--- src/rtl/fifo_pkg.sv ---
// Shared helpers for the FIFO family: pointer comparison used to derive the full flag.
package fifo_pkg;

  // Full when the wrap bits differ and the address bits match; n is the address width.
  function automatic logic ptr_full(input logic [31:0] w, input logic [31:0] r,
                                    input int unsigned n);
    logic [31:0] mask;
    mask = (32'd1 << n) - 32'd1;
    return (w[n] != r[n]) && ((w & mask) == (r & mask));
  endfunction

endpackage

--- src/rtl/fifo_ptr.sv ---
// N+1-bit FIFO pointer with wrap bit; the Gray output is kept for a future dual-clock variant.
module fifo_ptr #(
  parameter int N = 3
) (
  input  logic       clk,
  input  logic       reset_n,
  input  logic       i_inc,
  output logic [N:0] o_bin,
  output logic [N:0] o_gray
);

  logic [N:0] r_ptr;

  // NOTE: sequential state uses non-blocking assignments so every register samples pre-edge values.
  always_ff @(posedge clk or negedge reset_n) begin
    if (!reset_n) begin
      r_ptr <= '0;
    end else if (i_inc) begin
      r_ptr <= r_ptr + (N+1)'(1);
    end
  end

  assign o_bin  = r_ptr;
  assign o_gray = r_ptr ^ (r_ptr >> 1);

endmodule

--- src/rtl/sync_fifo.sv ---
// Single-clock show-ahead FIFO, 2^N x W, with registered-state full/empty flags.
module sync_fifo
  import fifo_pkg::*;
#(
  parameter int W = 8,
  parameter int N = 3
) (
  input  logic         clk,
  input  logic         reset_n,
  input  logic [W-1:0] in,
  input  logic         put,
  output logic         full,
  output logic [W-1:0] out,
  input  logic         get,
  output logic         empty
);

  localparam int DEPTH = 1 << N;

  logic [N:0]   w_wptr;
  logic [N:0]   w_rptr;
  logic [N:0]   w_wgray;
  logic [N:0]   w_rgray;
  logic         w_put_ok;
  logic         w_get_ok;
  logic [W-1:0] r_mem [DEPTH];

  // Requests are qualified by the pre-edge flags only, so put and get never interact.
  assign w_put_ok = put && !full;
  assign w_get_ok = get && !empty;

  fifo_ptr #(.N(N)) u_wptr (
    .clk     (clk),
    .reset_n (reset_n),
    .i_inc   (w_put_ok),
    .o_bin   (w_wptr),
    .o_gray  (w_wgray)
  );

  fifo_ptr #(.N(N)) u_rptr (
    .clk     (clk),
    .reset_n (reset_n),
    .i_inc   (w_get_ok),
    .o_bin   (w_rptr),
    .o_gray  (w_rgray)
  );

  // Gray coding is a bijection, so equal Gray pointers mean equal binary pointers.
  assign empty = (w_wgray == w_rgray);
  assign full  = ptr_full(32'(w_wptr), 32'(w_rptr), unsigned'(N));

  // NOTE: the memory is reset on purpose so that out reads 0 while reset is held.
  always_ff @(posedge clk or negedge reset_n) begin
    if (!reset_n) begin
      for (int i = 0; i < DEPTH; i++) begin
        r_mem[i] <= '0;
      end
    end else if (w_put_ok) begin
      r_mem[w_wptr[N-1:0]] <= in;
    end
  end

  assign out = r_mem[w_rptr[N-1:0]];

endmodule

--- config.mk ---
export PLATFORM = sky130hd
export DESIGN_NAME = sync_fifo
export DESIGN_NICKNAME = d
export VERILOG_FILES = /design/src/rtl/fifo_pkg.sv /design/src/rtl/fifo_ptr.sv /design/src/rtl/sync_fifo.sv
export SDC_FILE = /design/constraint.sdc
export NUM_CORES = 1
export LEC_CHECK = 0
export ABC_AREA = 1
export CORE_ASPECT_RATIO = 2
export CORE_UTILIZATION = 45
export CTS_CLUSTER_DIAMETER = 80
export DETAILED_ROUTE_END_ITERATION = 8
export PLACE_DENSITY = 0.69
export SLEW_MARGIN = 5
export SYNTH_ARGS = -nofsm -noshare
export SYNTH_HDL_FRONTEND = slang
export SYNTH_SLANG_ARGS = --single-unit
--- constraint.sdc ---
create_clock -name clk -period 1.6 [get_ports clk]
set_input_delay 0.24 -clock clk [delete_from_list [all_inputs] [get_ports clk]]
set_output_delay 0.24 -clock clk [all_outputs]
set_load 0.02 [all_outputs]
# == Word-level counts from Yosys, hierarchy flattened ==
# Cells that the tools add are included.
# totals
ff_bits,72
latch_bits,0
mem_bits_rw,0
mem_bits_ro,0
memories,0
# classes
n_addsub,2
n_mul,0
div_mod_pow,0
magnitude_cmp,3
eq_ne,3
shifts,0
mux,6
bitwise_logic,4
n_reduce_logical,6
# op_table
op,count
64-bit bitwise mux,1
8-bit binary-select mux with 3-bit select,1
8-bit demux with 3-bit select,1
8-bit two-way mux,3
"4-bit by 1-bit adder with 4-bit output, second input constant",2
"4-bit greater-or-equal comparator, second input constant",2
3-bit inverter with 4-bit output,2
4-bit by 3-bit XOR with 4-bit output,2
4-bit == test,1
1-bit logical AND,4
"4-bit by 1-bit < comparator with 1-bit output, second input constant",1
3-bit == test,1
1-bit logical NOT,2
1-bit inequality test,1

# == Logic depth before layout (Yosys ltp) ==
# Gate-level depths: netlist of the first run.
# logic_depth
word_depth,6
ltp_mapped,10

# == By module ==
# A second synthesis of the first run with hierarchy kept.
# hier_totals
cells_unflattened,494
hier_area_um2,3937.5
# modules_own_cells
module,instances,cells_each,area_each_um2,seq_area_each_um2
sync_fifo,1,446,3509.6,1601.5
fifo_ptr,2,24,214.0,100.1

# == Worst setup path before layout of the first run ==
# OpenSTA, ideal clock, no wires.
# synth_path
path_kind,register -> output
from,reg u_rptr.r_ptr[0] (netlist: u_rptr.o_bin[0])
to,out out[6]
arrival_time_ns,1.284
required_ns,1.360
setup_slack_ns,0.076
stages_incl_launch_ff,8
path_buffers,2
cell_sequence,dfrtp_1 buf_4 inv_4 clkbuf_1 nor2_1 o22ai_1 nand2_1 nand2_1
# synth_between
elab_chain_cells,4
# synth_lines
element,line,text
from (decl),fifo_ptr.sv:12,logic [N:0] r_ptr;
from (signal assigned),fifo_ptr.sv:19,r_ptr <= r_ptr + (N+1)'(1);
3-bit inverter with 4-bit output (not written as such),sync_fifo.sv:63,assign out = r_mem[w_rptr[N-1:0]];
8-bit binary-select mux with 3-bit select,sync_fifo.sv:63,
8-bit two-way mux (not written as such) (2 in series),sync_fifo.sv:63,
to (decl),sync_fifo.sv:13,"output logic [W-1:0] out,"
# Every way passes these cells. The select of a mux whose other input is x is not followed.

# == Worst setup path after layout of the first run ==
# layout_path
from,reg u_rptr.r_ptr[0] (netlist: u_rptr.o_bin[0])
to,out out[0]
# The elaborated chain is that of the path after synthesis.

==> summary.txt, run 1 <==
Iter 0 DRT Violations = 569
Largest net degree at the start of global routing = 73
IO buf count = 21
Nets = 579
Area share of the largest cell type after synthesis = 0.4647
Power share of the sequential group = 0.262
Status = complete, but fails checks
Crit path launch type = register
Worst vdd ir = 1.194 mV
Critical path origin = u_rptr.o_bin[0]
Die ar. = 9014 um^2
Synth area leader = dfrtp_1
Initial Util = 0.4676
Commonest non-fill, non-tap cell in the layout = nand2_1
Via density = 6.173
H-tree levels = 3
Reg-to-reg startpoint = u_rptr.o_bin[1]
Switch share = 0.4299
Gate count of the mapped netlist = 495
Fin worst setup slack = -0.3235 ns
Hold Slack = 0.4508 ns
#FFs+latches synth = 72
Initial antenna violation count = 0
Worst min-delay path startpoint = put
Worst EP arrival = 1.68 ns
P_sw = 0.005596 W
Share of cells above drive strength 1 = 0.3027
Synthesized Nets = 514
Cell Area, Placed = 4420 um^2
First-pass GRT wire length = 21410 um
Max Cap Viol = 0
Final Max Tran Viols = 0
Worst hold path type = primary input to register
Final setup vio count = 81
Post-Syn Area = 3877 um^2
Final Hold Viols = 0
Netlist cell types = 25
Root Driver = clkbuf_16
Final Skew = 0.003786 ns
Util after Layout = 0.6543
Worst slew pin tran = 0.5027 ns
Final HPWL DP = 8087 um
Final instance area = 5425 um^2
Failing checks = negative setup slack
CTS tree = yes
Most frequent cells in the layout = 162 x nand2_1, 70 x dfrtp_1, 65 x nand4_1
CTS Buffer Depth = 2
Register area share after synthesis = 0.4647
Int Power = 0.007423 W
Power density over the cells = 2400 nW/um^2
Layout area overhead = 39.92%
Mapped Avg Cell Area = 7.833 um^2
Number of inserted diodes = 0
Max Clk Rate = 0.5199 GHz
P_leak = 2.694 nW
Tot Pwr = 0.01302 W
Post-Route WL = 13720 um
Clock latency on the worst-skew pair = 0.34 ns
GR Overflow Total = 0
Area contributors post-synth = dfrtp_1 46%, nand2_1 18%, nand4_1 10%
GRT Overall Usage = 0.3283
Data required, critical path = 1.36 ns
Clk sink count = 72
Site Rows = 47
Reg clk slew, reported paths = 0.06 ns
RSZ-0062 raised after global routing = true
Worst-path fanout max = 6
Core area = 8292 um^2
Max-slew headroom = 0.6649
Worst setup path category = register to output pin
Die width = 67.64 um
Chip height = 133.3 um
Via count = 4093
DRC viols = 0
Wirelength per Cell = 20.70 um
Ports = 22
CTS Buf Count = 9
Period minus WS final = 1.924 ns
Vias in the first global route = 4052
Gate power share = 0.591
Clock power share = 0.147
Crit path capture type = output pin
Fin crit share = 1.202
Gp weighted congestion = 0.9270
Final ANT Viol Nets = 0
Setup TNS Final = -12.56 ns
TritonRoute pass-1 iters = 5
Yosys warnings = 0
stage by stage:
| stage | instances | setup WS [ns] |
|---|---|---|
| detailed placement | 628 | -0.4401 |
| CTS | 661 | -0.3159 |
| finish | 663 | -0.3235 |
| global placement | 628 | -0.4371 |
| global route | 663 | -0.3540 |
| floorplan | 495 | 0.07633 |
power groups by stage:
| stage | registers, W | logic (W) | clock network, W |
|---|---|---|---|
| after floorplan | 0.00302 | 0.00354 | 0 |
| after global placement | 0.00321 | 0.00543 | 0 |
| after detailed placement | 0.00323 | 0.00551 | 0 |
| after CTS | 0.00326 | 0.00702 | 0.00191 |
| after global routing | 0.00345 | 0.00826 | 0.00201 |
| final | 0.00341 | 0.00770 | 0.00191 |
state kept, by name, indices dropped and copies added (netlist names):
name          count
u_rptr.o_bin      4
u_wptr.o_bin      4
r_mem            64
routing by layer:
metal	GRT usage	routed length, um
met1	0.3537	4579
met2	0.5330	7141
met3	0.07277	848
met4	0.2494	1154
met5	0	0
layout make-up:
type | count | area [um^2]
Sequential cell | 72 | 1804
Clock inverter | 3 | 15.01
Tap cell | 98 | 122.6
Inverter | 19 | 96.34
Timing Repair Buffer | 90 | 1064
Fill cell | 642 | 2867
Multi-Input combinational cell | 368 | 2053
Clock buffer | 13 | 270.3
critical path: stages, from the launching register on:
cell	delay, ns
dfrtp_2	0.44
buf_12	0.15
inv_12	0.08
buf_8	0.12
nor2_2	0.03
o22ai_1	0.23
nand2_1	0.09
nand2_1	0.08
buf_6	0.11
kinds of logic after synthesis:
kind of cell             count (synthesis)  share of synthesized area
XOR/XNOR                                 5                    0.01129
AO/OA/AOI/OAI                           49                    0.06841
adder cells (fa/ha/maj)                  7                    0.02259
buffers and inverters                   55                    0.07583
AND/OR/NAND/NOR                        307                     0.3572
flip-flops                              72                     0.4647
Yosys cell counts, drive strengths merged:
| library cell | number |
|---|---|
| ha | 7 |
| nand4 | 65 |
| nor2 | 40 |
| o21ai | 33 |
| nand3 | 14 |
| o22ai | 16 |
| clkinv | 4 |
| clkbuf | 20 |
| buf | 16 |
| nand2 | 188 |
| xnor2 | 1 |
| xor2 | 4 |
| inv | 15 |
| dfrtp | 72 |
worst paths after layout:
check	endpoint	slack [ns]	cells after the start
min reg2reg	r_mem[22]	0.47	2
max reg2reg	r_mem[24]	-0.22	11
min	r_mem[29]	0.45	3
max in group asynchronous	u_rptr.o_bin[1]	0.81	3
min in group asynchronous	r_mem[61]	0.46	3
max	out[0]	-0.32	8
timing repair:
item | in CTS | in global routing
resized for setup | 132 | 58
buffers inserted | 9 | 3
hold buffers | 1 | 0
cloned | 7 | 0
hold endpoints to repair | 72 | 0
pin swaps | 18 | 24
setup endpoints to repair | 82 | 82
Power figures use the tool's default switching activity.
==> inputs of run 2 (changes only) <==
Settings changed: CAP_MARGIN set to 0, CORE_MARGIN set to 2, PLACE_DENSITY 0.69 to unset.
==> run 2 against run 1 <==
Combinational power is 4.8% lower. Register-to-register slack better by 0.06 ns. Non-clock buffer count is 2 higher. Hold slack worse by 0.20 ns. Highest routed layer unchanged. Maximum frequency is 1.6% higher. Clock skew is 0.0023 ns higher. Clock-buffer cell count is 1 lower. Utilization is 0.63 points lower. Largest cell class unchanged. Power is 3.6% lower. The flow still finishes with violations (negative setup slack). Design area is 0.25% lower.
==> summary.txt, run 2 (synthesis results as in run 1) <==
Gp weighted congestion = 0.8636 (-6.8%)
Reg clk slew, reported paths = 0.05 ns (about the same)
IO buf count = 21 (unchanged)
Commonest non-fill, non-tap cell in the layout = nand2_1
P_leak = 2.662 nW (-1.2%)
Initial Util = 0.4643 (-0.003293)
Core area = 8351 um^2 (+0.71%)
Util after Layout = 0.6480 (-0.006256)
Final Skew = 0.006116 ns (+0.002330 ns)
Clock latency on the worst-skew pair = 0.33 ns (about the same)
Die ar. = 9420 um^2 (+4.5%)
Wirelength per Cell = 19.15 um (-7.5%)
H-tree levels = 3 (unchanged)
Site Rows = 47 (unchanged)
Fin crit share = 1.183 (-0.01946)
Nets = 581 (+0.35%)
Crit path launch type = register
Post-Route WL = 12680 um (-7.6%)
Fin worst setup slack = -0.2924 ns (+0.03114 ns)
Number of inserted diodes = 0 (unchanged)
Ports = 22 (unchanged)
Failing checks = negative setup slack
Most frequent cells in the layout = 145 x nand2_1, 70 x dfrtp_1, 65 x nand4_1
Final ANT Viol Nets = 0 (unchanged)
RSZ-0062 raised after global routing = true
Clk sink count = 72 (unchanged)
CTS tree = yes
TritonRoute pass-1 iters = 5 (unchanged)
Worst setup path category = register to output pin
Layout area overhead = 39.56%
DRC viols = 0 (unchanged)
First-pass GRT wire length = 20130 um (-6.0%)
Largest register FFs = 64 (unchanged)
Final Hold Viols = 0 (unchanged)
Worst EP arrival = 1.65 ns (-0.03 ns)
Final setup vio count = 75 (-7.4%)
Register name with the most flops = r_mem
Power density over the cells = 2319 nW/um^2 (-3.4%)
Largest net degree at the start of global routing = 43 (-41%)
Root Driver = clkbuf_16
Via count = 3900 (-4.7%)
Max-slew headroom = 0.6104 (-0.05446)
Period minus WS final = 1.892 ns (-0.03114 ns)
Worst slew pin tran = 0.5844 ns (+0.08169 ns)
GR Overflow Total = 0 (unchanged)
Vias in the first global route = 3909 (-3.5%)
Final Max Tran Viols = 0 (unchanged)
Max Clk Rate = 0.5284 GHz (+1.6%)
Share of cells above drive strength 1 = 0.3262 (+0.02359)
Hold Slack = 0.2475 ns (-0.2033 ns)
Chip height = 135.3 um (+1.5%)
CTS Buf Count = 9 (unchanged)
CTS Buffer Depth = 2 (unchanged)
Initial antenna violation count = 0 (unchanged)
Max Cap Viol = 0 (unchanged)
Worst hold path type = primary input to asynchronous set/reset pin
Data required, critical path = 1.36 ns (about the same)
Crit path capture type = output pin
Via density = 5.891 (-4.6%)
GRT Overall Usage = 0.2802 (-0.04817)
Iter 0 DRT Violations = 562 (-1.2%)
Status = complete, but fails checks
Worst-path fanout max = 8 (+2)
Die width = 69.64 um (+3.0%)
Fillcell total = 685 (+6.7%)
Final HPWL DP = 8567 um (+5.9%)
Worst vdd ir = 1.459 mV (+22%)
-- run 2: cell types whose count changed in the layout (fill, tap and decap cells not counted), moves of 3 or more --
| cell | before | now |
|---|---|---|
| buf_4 | 35 | 43 |
| nand2_1 | 162 | 145 |
| ha_4 | 4 | 1 |
| o21ai_2 | 12 | 9 |
| o21ai_0 | 11 | 8 |
| nand2_4 | 7 | 4 |
| buf_6 | 24 | 19 |
| nor2_2 | 13 | 10 |
| ha_1 | 3 | 6 |
| o21ai_1 | 10 | 16 |
| nand2_2 | 19 | 39 |
| nor2_4 | 1 | 6 |
-- run 2: layer usage --
layer	vias up	global-route usage	wire (um)
li1	1808	-	-
met4	0	0.1741	847
met1	1841	0.3090	4602
met5	-	0	0
met2	180	0.4882	6559
met3	71	0.05729	668
-- run 2: area by class of cell --
class / instances / area, um^2 / share of cell area
inverter: 19 / 113.9 / 0.02104
multi-input combinational: 368 / 2082 / 0.3847
clock buffer: 12 / 256.5 / 0.04740
tap: 98 / 122.6 / 0.02266
sequential: 72 / 1804 / 0.3334
timing repair buffer: 92 / 1027 / 0.1898
clock inverter: 1 / 5.005 / 0.0009249
-- run 2: final timing paths --
kind,start,to,slack (ns),depth (start not counted)
min in group clk,put,u_wptr.o_bin[1],0.46,3
setup / recovery,u_rptr.o_bin[0],out[2],-0.29,8
hold reg to reg,r_mem[54],r_mem[54],0.48,2
max in group asynchronous,reset_n,u_rptr.o_bin[0],0.77,3
setup reg to reg,u_rptr.o_bin[0],r_mem[16],-0.16,13
hold / removal,reset_n,r_mem[58],0.25,2
-- run 2: stage by stage --
| step | instance area, um^2 | instances | TNS, ns | total power, W | setup slack [ns] |
|---|---|---|---|---|---|
| after floorplan | 3877 | 495 | 0 | 0.006561 | 0.07633 |
| after global placement | 4453 | 632 | -13.93 | 0.008701 | -0.3960 |
| after detailed placement | 4453 | 632 | -15.62 | 0.008777 | -0.3887 |
| after CTS | 5189 | 661 | -6.009 | 0.01179 | -0.2497 |
| after global routing | 5411 | 662 | -13.23 | 0.01334 | -0.3438 |
| final | 5411 | 662 | -7.926 | 0.01255 | -0.2924 |
-- run 2: power by group --
part,leakage [nW],total [W],switching (W),internal (W)
Combinational,1.63,0.00733,0.00393,0.00340
Sequential,0.906,0.00341,0.000742,0.00267
Clock,0.130,0.00181,0.000705,0.00110
Total,2.66,0.0125,0.00538,0.00717
-- run 2: what timing repair did --
item                                    in CTS  in global routing
hold buffers                                 1                  0
setup buffers                               13                  0
gates resized for setup                    153                 61
pin swaps                                   21                 25
endpoints found under the hold margin       72                  0
endpoints found under the setup margin      78                 82
cloned                                       2                  2
-- run 2: worst max-delay path, cell delays in order (launching register included) --
cell,delay [ns]
dfrtp_2,0.43
buf_12,0.16
clkinv_16,0.07
clkbuf_16,0.14
nor2_4,0.03
o22ai_2,0.18
nand2_1,0.10
nand2_1,0.09
buf_6,0.12
==> inputs of run 3 (changes only) <==
Settings changed: CORE_UTILIZATION 45 to 60, PLACE_DENSITY set to 0.8.
==> run 3 against run 2 <==
The flow still finishes with violations (negative setup slack). Largest power group unchanged. Combinational power grew 10%. Clock power grew 6%. Design area grew 0.55%.
==> summary.txt, run 3 (synthesis results as in run 1) <==
Status = complete, but fails checks
Failing checks = negative setup slack
GR Overflow Total = 0 (unchanged)
Slowest CP cell = dfrtp_2
Crit path launch type = register
Worst vdd ir = 1.806 mV (+24%)
Final Skew = 0.007252 ns (+0.001137 ns)
Tot Pwr = 0.01341 W (+6.9%)
Worst slew pin tran = 0.7073 ns (+0.1229 ns)
Dpl cells = 613 (-3.0%)
Setup TNS Final = -17.44 ns (-9.510 ns)
Initial antenna violation count = 0 (unchanged)
Worst EP arrival = 1.81 ns (+0.16 ns)
Largest net degree at the start of global routing = 46 (+7.0%)
Commonest non-fill, non-tap cell in the layout = nand2_1
Layout area overhead = 40.34%
First-pass GRT wire length = 19930 um (-0.99%)
Root Driver = clkbuf_16
Crit path capture type = output pin
Nets = 575 (-1.0%)
Final Hold Viols = 0 (unchanged)
Most frequent cells in the layout = 153 x nand2_1, 70 x dfrtp_1, 65 x nand4_1
Final HPWL DP = 7404 um (-14%)
RSZ-0062 raised after global routing = true
Fillcell total = 312 (-54%)
CTS Buffer Depth = 2 (unchanged)
Final instance area = 5441 um^2 (+0.55%)
Die ar. = 7161 um^2 (-24%)
Clock latency on the worst-skew pair = 0.34 ns (about the same)
Largest register FFs = 64 (unchanged)
Via density = 6.940 (+18%)
CTS Buf Count = 9 (unchanged)
IO buf count = 21 (unchanged)
Cells along the critical path = buf_12 -> inv_16 -> o21ai_0 -> o22ai_1 -> nand2_1 -> nand2_2 -> buf_6
Worst hold path type = primary input to asynchronous set/reset pin
GRT Overall Usage = 0.3734 (+0.09325)
Die width = 60.85 um (-13%)
Register name with the most flops = r_mem
Clk sink count = 72 (unchanged)
Worst setup path category = register to output pin
Final setup vio count = 78 (+4.0%)
TritonRoute pass-1 iters = 7 (+2)
Core area = 6259 um^2 (-25%)
Site Rows = 41 (-13%)
Max Cap Viol = 0 (unchanged)
Cell Area, Placed = 4370 um^2 (-1.9%)
Number of inserted diodes = 0 (unchanged)
Via count = 4476 (+15%)
DRC viols = 0 (unchanged)
Fin worst setup slack = -0.4473 ns (-0.1549 ns)
Initial Util = 0.6196 (+0.1552)
Period minus WS final = 2.047 ns (+0.1549 ns)
P_leak = 2.674 nW (+0.45%)
Int Power = 0.007367 W (+2.8%)
Clock power share = 0.143 (about the same)
Finished Layout Cells = 645 (-2.6%)
Fin crit share = 1.280 (+0.09684)
Setup WS pre-CTS = -0.4347 ns (-0.04601 ns)
Power density over the cells = 2465 nW/um^2 (+6.3%)
Post-Route WL = 15270 um (+20%)
Power share of the sequential group = 0.255 (-0.017)
Vias in the first global route = 3988 (+2.0%)
Ports = 22 (unchanged)
Worst-path fanout max = 18 (+10)
Final Max Tran Viols = 0 (unchanged)
Max-slew headroom = 0.5285 (-0.08191)
Chip height = 117.7 um (-13%)
Max incr delay on CP = 0.47 ns (+0.04 ns)
P_sw = 0.006044 W (+12%)
Max Clk Rate = 0.4884 GHz (-7.6%)
Final ANT Viol Nets = 0 (unchanged)
Reg2Reg Depth = 12 (-1)
Wirelength per Cell = 23.67 um (+24%)
CTS tree = yes
Gate power share = 0.602 (+0.018)
Gp weighted congestion = 0.8854 (+2.5%)
H-tree levels = 3 (unchanged)
Iter 0 DRT Violations = 741 (+32%)
Switch share = 0.4507 (+0.02206)
Reg clk slew, reported paths = 0.05 ns (about the same)
Share of cells above drive strength 1 = 0.2970 (-0.02928)
Data required, critical path = 1.36 ns (about the same)
-- run 3: final cells by class --
class / instances / area (um^2) / share of cell area
flip-flops and latches: 72 / 1804 / 0.3316
clock buffers: 14 / 274.0 / 0.05036
inverters: 19 / 100.1 / 0.01840
multi-input cells: 368 / 2105 / 0.3868
repair buffers: 86 / 1051 / 0.1931
well taps: 86 / 107.6 / 0.01977
-- run 3: critical path: cells and delay by family (launching register included) --
kind / cells / cell delay (ns)
AO/OA/AOI/OAI: 2 / 0.35
AND/OR/NAND/NOR: 2 / 0.21
buffers and inverters: 3 / 0.42
flip-flops: 1 / 0.47
-- run 3: repair_timing --
action	in CTS	in global routing
setup endpoints to repair	78	82
pin swaps	24	47
resized for setup	130	78
hold endpoints to repair	6	0
setup buffers	4	4
hold buffers	1	0
cloned	4	8
-- run 3: power by group through the flow --
stage	logic, W	registers (W)	clock network (W)
global route	0.00847	0.00345	0.00197
detailed placement	0.00536	0.00316	0
finish	0.00808	0.00342	0.00191
global placement	0.00523	0.00312	0
floorplan	0.00354	0.00302	0
CTS	0.00639	0.00321	0.00187
-- run 3: routing by layer --
layer  track usage  wire [um]  up-vias
met4        0.2595       1487        0
met1        0.4439       4806     2077
li1              -          -     1784
met5       0.03361          0        -
met3       0.07033       1581      163
met2        0.5773       7392      452
-- run 3: final timing paths --
path | start | end | slack (ns)
worst min register to register | r_mem[34] | r_mem[34] | 0.47
min in group clk | r_mem[34] | r_mem[34] | 0.47
worst min-delay path | reset_n | r_mem[56] | 0.30
worst max-delay path | u_rptr.o_bin[1] | out[4] | -0.45
max in group asynchronous | reset_n | r_mem[58] | 0.77
worst max register to register | u_rptr.o_bin[0] | r_mem[43] | -0.32
-- run 3: through the flow --
step / hold slack, ns / utilization
detailed placement: 0.1140 / 0.6983
floorplan: -0.05559 / -
global route: 0.3260 / 0.8695
global placement: 0.1106 / 0.6983
finish: 0.2970 / 0.8695
CTS: 0.3043 / 0.8045
